$ cat src/rtl/pe_mac_pipe.sv
// rtl/pe_mac_pipe.sv - two-stage signed multiply-accumulate processing element
//
// Purpose: S1 captures the opcode, the full-precision product data_a*weight and
// the addend. S2 applies the opcode to the accumulator and registers the result.
// Output is one beat per accepted beat, in order, with latency 2.
//
// Ports:
//   clk, rst_n          clock, asynchronous active-low reset
//   instruction[31:0]   opcode in [31:28] (1 MUL_ADD, 2 RELU, 3 MAC_ACC, 4 CLR, else NOP)
//   data_a, weight      signed multiplicand / multiplier (DATA_W)
//   data_b              signed addend for MUL_ADD (DATA_W)
//   in_valid, in_ready  input handshake
//   result              accumulator converted to DATA_W
//   out_valid, out_ready output handshake
//   sat_flag            clip indicator, qualified by out_valid
//
// Build option: PE_SATURATE_EN. When defined, acc saturates and result clips.
// When undefined, acc wraps, result is the low DATA_W bits and sat_flag is 0.
module pe_mac_pipe #(
  parameter int DATA_W = 16,
  parameter int ACC_W  = 32
) (
  input  logic              clk,
  input  logic              rst_n,
  input  logic [31:0]       instruction,
  input  logic [DATA_W-1:0] data_a,
  input  logic [DATA_W-1:0] weight,
  input  logic [DATA_W-1:0] data_b,
  input  logic              in_valid,
  output logic              in_ready,
  output logic [DATA_W-1:0] result,
  output logic              out_valid,
  input  logic              out_ready,
  output logic              sat_flag
);

  localparam int PW = 2 * DATA_W;
`ifdef PE_SATURATE_EN
  // One guard bit lets the accumulator update detect overflow before clipping.
  localparam int SW = ACC_W + 1;
`else
  localparam int SW = ACC_W;
`endif

  localparam logic [3:0] OP_MUL_ADD = 4'h1;
  localparam logic [3:0] OP_RELU    = 4'h2;
  localparam logic [3:0] OP_MAC_ACC = 4'h3;
  localparam logic [3:0] OP_CLR     = 4'h4;

  logic                     s1_valid_q, s1_valid_d;
  logic [3:0]               s1_op_q, s1_op_d;
  logic signed [PW-1:0]     s1_prod_q, s1_prod_d;
  logic signed [DATA_W-1:0] s1_b_q, s1_b_d;
  logic signed [ACC_W-1:0]  acc_q, acc_d;
  logic [DATA_W-1:0]        result_q, result_d;
  logic                     out_valid_q, out_valid_d;

  logic                     advance;
  logic signed [SW-1:0]     sum;
  logic signed [ACC_W-1:0]  acc_new;
  logic [DATA_W-1:0]        res_new;

  logic unused_instr;
  assign unused_instr = ^instruction[27:0];

  // The whole pipe moves together whenever the output register is free.
  assign advance  = !out_valid_q || out_ready;
  assign in_ready = advance;

`ifdef PE_SATURATE_EN
  logic                     sat_q, sat_d;
  logic                     sat_new;
  logic                     acc_clip;
  logic                     res_clip;
  logic [ACC_W-DATA_W:0]    acc_hi;
`endif

  // S2 arithmetic reads acc_q directly, so consecutive MAC_ACC beats chain
  // without a bubble.
  always_comb begin
    sum = SW'(acc_q);
    case (s1_op_q)
      OP_MUL_ADD: sum = SW'(s1_prod_q) + SW'(s1_b_q);
      OP_MAC_ACC: sum = SW'(acc_q) + SW'(s1_prod_q);
      OP_RELU:    sum = acc_q[ACC_W-1] ? '0 : SW'(acc_q);
      OP_CLR:     sum = '0;
      default:    ;
    endcase
`ifdef PE_SATURATE_EN
    acc_clip = sum[SW-1] != sum[SW-2];
    if (acc_clip) begin
      acc_new = sum[SW-1] ? {1'b1, {(ACC_W-1){1'b0}}} : {1'b0, {(ACC_W-1){1'b1}}};
    end else begin
      acc_new = sum[ACC_W-1:0];
    end
    // acc fits in DATA_W only when all bits above the result sign bit agree.
    acc_hi   = acc_new[ACC_W-1:DATA_W-1];
    res_clip = !((&acc_hi) || !(|acc_hi));
    if (res_clip) begin
      res_new = acc_new[ACC_W-1] ? {1'b1, {(DATA_W-1){1'b0}}} : {1'b0, {(DATA_W-1){1'b1}}};
    end else begin
      res_new = acc_new[DATA_W-1:0];
    end
    sat_new = acc_clip || res_clip;
`else
    acc_new = sum;
    res_new = acc_new[DATA_W-1:0];
`endif
  end

  always_comb begin
    s1_valid_d  = s1_valid_q;
    s1_op_d     = s1_op_q;
    s1_prod_d   = s1_prod_q;
    s1_b_d      = s1_b_q;
    acc_d       = acc_q;
    result_d    = result_q;
    out_valid_d = out_valid_q;
`ifdef PE_SATURATE_EN
    sat_d       = sat_q;
`endif
    if (advance) begin
      s1_valid_d = in_valid;
      if (in_valid) begin
        s1_op_d   = instruction[31:28];
        s1_prod_d = $signed({{DATA_W{data_a[DATA_W-1]}}, data_a}) *
                    $signed({{DATA_W{weight[DATA_W-1]}}, weight});
        s1_b_d    = data_b;
      end
      out_valid_d = s1_valid_q;
      // A bubble in S1 leaves acc and the last result untouched.
      if (s1_valid_q) begin
        acc_d    = acc_new;
        result_d = res_new;
`ifdef PE_SATURATE_EN
        sat_d    = sat_new;
`endif
      end
    end
  end

  always_ff @(posedge clk or negedge rst_n) begin
    if (!rst_n) begin
      s1_valid_q  <= 1'b0;
      s1_op_q     <= '0;
      s1_prod_q   <= '0;
      s1_b_q      <= '0;
      acc_q       <= '0;
      result_q    <= '0;
      out_valid_q <= 1'b0;
`ifdef PE_SATURATE_EN
      sat_q       <= 1'b0;
`endif
    end else begin
      s1_valid_q  <= s1_valid_d;
      s1_op_q     <= s1_op_d;
      s1_prod_q   <= s1_prod_d;
      s1_b_q      <= s1_b_d;
      acc_q       <= acc_d;
      result_q    <= result_d;
      out_valid_q <= out_valid_d;
`ifdef PE_SATURATE_EN
      sat_q       <= sat_d;
`endif
    end
  end

  assign result    = result_q;
  assign out_valid = out_valid_q;
`ifdef PE_SATURATE_EN
  assign sat_flag  = sat_q;
`else
  assign sat_flag  = 1'b0;
`endif

endmodule
$ cat config.mk
export PLATFORM = sky130hd
export DESIGN_NAME = pe_mac_pipe
export DESIGN_NICKNAME = d
export VERILOG_FILES = /design/src/rtl/pe_mac_pipe.sv
export SDC_FILE = /design/constraint.sdc
export NUM_CORES = 1
export LEC_CHECK = 0
export CAP_MARGIN = 0
export CORE_MARGIN = 10
export CORE_UTILIZATION = 66
export DETAILED_ROUTE_END_ITERATION = 8
export GPL_ROUTABILITY_DRIVEN = 1
export GPL_TIMING_DRIVEN = 0
export HOLD_SLACK_MARGIN = 0.12
export PLACE_DENSITY = 0.95
export SLEW_MARGIN = 15
export SYNTH_ARGS = -nofsm -noshare
export SYNTH_HDL_FRONTEND = slang
export SYNTH_SLANG_ARGS = --single-unit
$ cat constraint.sdc
create_clock -name clk -period 10.3 [get_ports clk]
set_input_delay 2.575 -clock clk [delete_from_list [all_inputs] [get_ports clk]]
set_output_delay 2.575 -clock clk [all_outputs]
set_load 0.01 [all_outputs]
==> metrics.txt, run 1 <==
I/O pins a little over 100; Final Cycle Share ~90%; Final Critical Period slightly above 9 ns; clock sink count 86; cts repair resizes 0; final hold viol count 0; top cell type by total area after synthesis fa_1; number of CTS-inserted buffers 9; commonest non-fill, non-tap cell in the layout inv_1; Worst EP required approximately 11 ns; core area 0.0226 mm2; routed wire length per instance 19.0 um; final WL roughly 39000 um; EDFF count, synth 0; Syn Std Cell Area between 0.015 and 0.02 mm2; min-delay worst type register to register; TritonCTS clock tree yes; sequential fraction of the synthesis area 14.3%; Row Count 55; die height about 170 um; CTS Buffer Depth 2; Worst Setup Start Kind input pin; Post-Syn Instances approximately 1700; root buf cell clkbuf_16; initial antenna violation count 0; nets roughly 2200; Max Freq about 110 MHz; Worst R2R End acc_q[30]$_DFFE_PN0P_; dpl hpwl about 32000 um; slew margin rel. about 51%; RSZ-0062 raised after global routing no; ant diodes 0; GPL Wtd Cong 0.962; most frequent cells in the layout inv_1, nand2_1, fa_1, and2_1, ha_1; Worst EP arrival 9.58 ns; first-pass GRT wire length approximately 65000 um; DRC 0; Yosys Warn Count 0; DRT iter0 DRCs 1145; CP endpoint kind register; ys async rst share between 90% and 100%; top_reg_cell synth dfrtp_1; crit path max fanout 10; Setup TNS 0 ns; FF-to-FF path depth 16; placed cell areas 0.0162 mm2; Worst Hold Path EP out_valid$_DFFE_PN0N_; die footprint 0.0293 mm2; max-slew violations 0; Die X 171 um; largest net degree at the start of global routing between 50 and 60; overflow left after global routing 0; Final Util between 70% and 80%; post-CTS setup buffer count 0; share of layout cells above drive strength 1 3.35%; synth top area cells fa_1, dfrtp_1, ha_1; Layout area overhead 9.57%; Crit Path Class input pin to register; Hold Path Stages 2; filler instances about 1500; Post-Syn Area per Cell 8.86 um2; post-route cell area 0.0165 mm2; Clock Skew roughly 0.010 ns; Seq cells post-synth 86; Mapped Nets between 2000 and 2500; Worst Tran Pin Value roughly 0.73 ns; reg-to-reg startpoint s1_op_q[2]$_DFFE_PN0P_; Distinct cells, synth 65; I/O Buffers between 70 and 80; clock transition at the registers of the reported paths 0.07 ns; Final setup viols 0; status finished, final reports clean; Total GRT Usage roughly 28%; share of the synthesized area in the top cell type about a third; detailed-route via count between 10000 and 15000; Initial Util between 60 and 70%; via/cell ratio about 6; max cap viols 0; R2R setup slack 5.69 ns; H-tree levels 3; later-pin clock latency in the skew report between 0.3 and 0.4 ns; first drt pass iteration count 7; number of hold buffers added after CTS 0; vias in the first global route approximately 13000; Antenna Nets Post-Route 0; Hold Path Origin s1_valid_q$_DFFE_PN0N_
-- metal layers --
layer,up-vias,track usage (%),part of all wire [%]
met3,178,4.98,8.1
met1,6162,33.8,36
met2,587,47.5,51
met5,-,0,0
li1,5432,-,-
met4,0,13.9,5.0
-- how the worst max path moves through the flow --
| stage | start | to | slack [ns] | depth (start not counted) |
|---|---|---|---|---|
| floorplan | data_a[15] | s1_prod_q[31]$_DFFE_PN0P_ | 2.17 | 19 |
| global placement | data_a[9] | s1_prod_q[31]$_DFFE_PN0P_ | 0.98 | 19 |
| detailed placement | data_a[9] | s1_prod_q[31]$_DFFE_PN0P_ | 0.87 | 18 |
| CTS | data_a[9] | s1_prod_q[30]$_DFFE_PN0P_ | 1.21 | 21 |
| global route | data_a[9] | s1_prod_q[31]$_DFFE_PN0P_ | 0.83 | 18 |
| finish | data_a[9] | s1_prod_q[30]$_DFFE_PN0P_ | 0.99 | 21 |
-- cells in the mapped netlist, types with 6 or more instances --
master,count
a211o_1,7
a211oi_1,10
a21o_1,24
a21oi_1,47
and2_1,123
and3_1,6
buf_4,17
clkbuf_1,56
dfrtp_1,86
fa_1,263
ha_1,113
inv_1,327
mux2_2,15
nand2_1,302
nand2b_1,14
nand3_1,9
nor2_1,34
nor2b_1,6
nor3_1,10
o211ai_1,7
o21a_1,9
o21ai_0,73
or3_1,8
xnor2_1,33
xor2_1,18
-- sequential cells by signal (all words and copies together), names as in the netlist --
signal,count
s1_valid_q,1
s1_prod_q,32
acc_q,32
out_valid,1
s1_b_q,16
s1_op_q,4
-- critical path, stage by stage --
cell             delay [ns]
clkdlybuf4s50_1        0.77
clkbuf_1               0.62
nand2_1                0.17
fa_1                   0.53
fa_1                   0.51
fa_1                   0.55
inv_1                  0.07
fa_1                   0.53
fa_1                   0.51
inv_1                  0.05
fa_1                   0.47
inv_1                  0.04
ha_1                   0.37
nand2_1                0.11
o21ai_0                0.28
nand2_1                0.09
o21ai_1                0.25
a32oi_1                0.30
o211a_1                0.31
or3_1                  0.30
a31oi_1                0.15
-- per-stage QoR --
stage	cells	setup slack [ns]	hold WS, ns
after floorplan	1701	2.17	0.423
after global placement	2059	0.983	0.447
after detailed placement	2060	0.873	0.456
after CTS	2076	1.21	0.472
after global routing	2076	0.826	0.502
final	2076	0.993	0.474
-- kinds of logic (layout without fill, tap and decap cells) --
logic type	Yosys count	after routing	synth area share, %
AOI/OAI and AO/OA	236	236	10.3
xor gates and xnor gates	51	51	2.97
adders and majority gates	376	376	44.3
buffers and inverters	404	494	10.5
DFF	86	86	14.3
muxes	16	16	1.19
other	1	1	0.0249
and+or+nand+nor	531	531	16.4
-- area by class of cell --
class	instances	area, um2	area share [%]
timing repair buffer	74	756	4.58
tap	285	357	2.16
inverter	327	1230	7.44
sequential	86	2150	13.0
clock inverter	7	104	0.629
buffer	77	357	2.16
multi-input combinational	1211	11300	68.6
clock buffer	9	225	1.36
Power of run 1 is not shown: default switching activity piles up to over one toggle a cycle in this logic, so the estimate is an artifact.
==> run 2, diff against run 1 <==
- GPL_TIMING_DRIVEN: 0 -> unset
==> run 2 against run 1 <==
First-iteration DRC count fell by 20%. Via count fell by 2.8%. Cell count fell by 3.6%. Register-to-register slack got worse by 0.30 ns. Global-route usage fell by 2.3 points. Critical endpoint is now s1_prod_q[29]$_DFFE_PN0P_.
==> metrics.txt, run 2 (same netlist as run 1, synthesis figures left out) <==
crit path max fanout 16 (+6); Row Count 55 (unchanged); Worst R2R End acc_q[30]$_DFFE_PN0P_; vias in the first global route 13231 (-0.58%); first-pass GRT wire length 61500 um (-5.4%); FF-to-FF path depth 12 (-4); Hold Path Origin s1_valid_q$_DFFE_PN0N_; later-pin clock latency in the skew report 0.34 ns (about the same); final WL 36200 um (-8.1%); Worst Setup Start Kind input pin; max incr delay on CP 0.92 ns (+0.15 ns); largest net degree at the start of global routing 79 (+34%); Final Cycle Share 87.9% (-2.4 points); largest registers acc_q (32), s1_prod_q (32), s1_b_q (16); Total GRT Usage 25.7% (-2.3 points); CP max-delay cell clkdlybuf4s50_1; share of layout cells above drive strength 1 2.50% (-0.85 points); H-tree levels 3 (unchanged); I/O Buffers 73 (unchanged); GPL Wtd Cong 0.922 (-4.2%); reg-to-reg startpoint s1_op_q[2]$_DFFE_PN0P_; Worst EP arrival 9.25 ns (-0.33 ns); max-slew violations 0 (unchanged); CP endpoint kind register; nets 2173 (-3.3%); slew margin rel. 20.1% (-31 points); Layout area overhead 7.07%; family with the most delay on the worst path adder cells; RSZ-0062 raised after global routing no; root buf cell clkbuf_16; Worst Tran Pin Value 1.19 ns (+0.461 ns); final hold viol count 0 (unchanged); filler instances 1466 (-4.1%); initial antenna violation count 0 (unchanged); max cap viols 0 (unchanged); detailed-route via count 12018 (-2.8%); DRC 0 (unchanged); routed wire length per instance 18.1 um (-4.7%); cts repair resizes 0 (unchanged); die footprint 0.0293 mm2 (unchanged); ant diodes 0 (unchanged); number of CTS-inserted buffers 9 (unchanged); status finished, final reports clean; Max Freq 110 MHz (+2.8%); dpl hpwl 28800 um (-10%); Hold Path Stages 2 (unchanged); Die X 171 um (unchanged); core area 0.0226 mm2 (unchanged); I/O pins 103 (unchanged); worst-path cell chain clkdlybuf4s50_1 -> nand2_1 -> inv_1 -> fa_1 -> fa_1 -> inv_1 -> fa_1 -> inv_1 -> fa_1 -> fa_1 -> inv_1 -> fa_1 -> inv_1 -> ha_1 -> and3_1 -> and2_1 -> a221o_1 -> a31o_2 -> a221oi_4 -> a211o_1 -> o21ai_1; Final Critical Period 9.05 ns (-0.252 ns); first drt pass iteration count 6 (-1); Final setup viols 0 (unchanged); CTS Buffer Depth 2 (unchanged); Crit Path Class input pin to register; die height 171 um (unchanged); post-CTS setup buffer count 0 (unchanged); Setup TNS 0 ns (unchanged); overflow left after global routing 0 (unchanged); Antenna Nets Post-Route 0 (unchanged); Worst Path Buf+Inv 6 (+1); TritonCTS clock tree yes; Clock Skew 0.00728 ns (-0.00272 ns); clock sink count 86 (unchanged); commonest non-fill, non-tap cell in the layout inv_1; min-delay worst type register to register; number of hold buffers added after CTS 0 (unchanged); Initial Util 66.7% (unchanged); Worst Hold Path EP out_valid$_DFFE_PN0N_; most frequent cells in the layout inv_1, nand2_1, fa_1, and2_1, ha_1; Worst EP required 10.50 ns (-0.08 ns); R2R setup slack 5.39 ns (-0.30 ns); via/cell ratio 6.00 (+0.84%); DRT iter0 DRCs 920 (-20%); CP most frequent cell fa_1; clock transition at the registers of the reported paths 0.06 ns (about the same)
-- run 2: worst max-delay path by stage --
| stage | startpoint | endpoint | slack (ns) | cells after the start |
|---|---|---|---|---|
| floorplan | data_a[15] | s1_prod_q[31]$_DFFE_PN0P_ | 2.17 | 19 |
| global placement | weight[1] | s1_prod_q[29]$_DFFE_PN0P_ | 1.21 | 19 |
| detailed placement | weight[2] | s1_prod_q[29]$_DFFE_PN0P_ | 0.98 | 21 |
| CTS | data_a[15] | s1_prod_q[29]$_DFFE_PN0P_ | 1.32 | 21 |
| global route | data_a[15] | s1_prod_q[29]$_DFFE_PN0P_ | 1.02 | 21 |
| finish | data_a[15] | s1_prod_q[29]$_DFFE_PN0P_ | 1.25 | 21 |
-- run 2: final cells by class --
type                       instances  area, um2  share of cell area, %
sequential                        86       2150                   13.3
clock buffer                      11        233                   1.44
multi-input combinational       1211      11300                   70.3
clock inverter                     4       48.8                  0.303
tap                              285        357                   2.21
inverter                         327       1230                   7.61
timing repair buffer              78        766                   4.75
-- run 2: per-layer routing --
| metal | wire length [um] | global-route usage [%] |
|---|---|---|
| met1 | 12600 | 29.0 |
| met2 | 19300 | 46.2 |
| met3 | 2580 | 4.17 |
| met4 | 1730 | 13.0 |
| met5 | 0 | 0 |
-- run 2: stage by stage --
| stage | setup slack (ns) | hold WS [ns] | instances | instance area, um2 | utilization, % |
|---|---|---|---|---|---|
| 2_1_floorplan | 2.17 | 0.423 | 1701 | 15100 | - |
| 3_3_place_gp | 1.21 | 0.442 | 1987 | 15800 | 70.2 |
| 3_5_place_dp | 0.975 | 0.451 | 1987 | 15800 | 70.2 |
| 4_1_cts | 1.32 | 0.477 | 2002 | 16100 | 71.5 |
| 5_1_grt | 1.02 | 0.492 | 2002 | 16100 | 71.5 |
| 6_report | 1.25 | 0.472 | 2002 | 16100 | 71.5 |
-- run 2: tightest hold or removal path, delay by kind of cell (launching register included) --
kind                   cells  cell delay [ns]
AND/OR/NAND/NOR            1             0.05
buffers and inverters      1             0.06
flip-flops                 1             0.33
Power of run 2 is left out for the same reason.
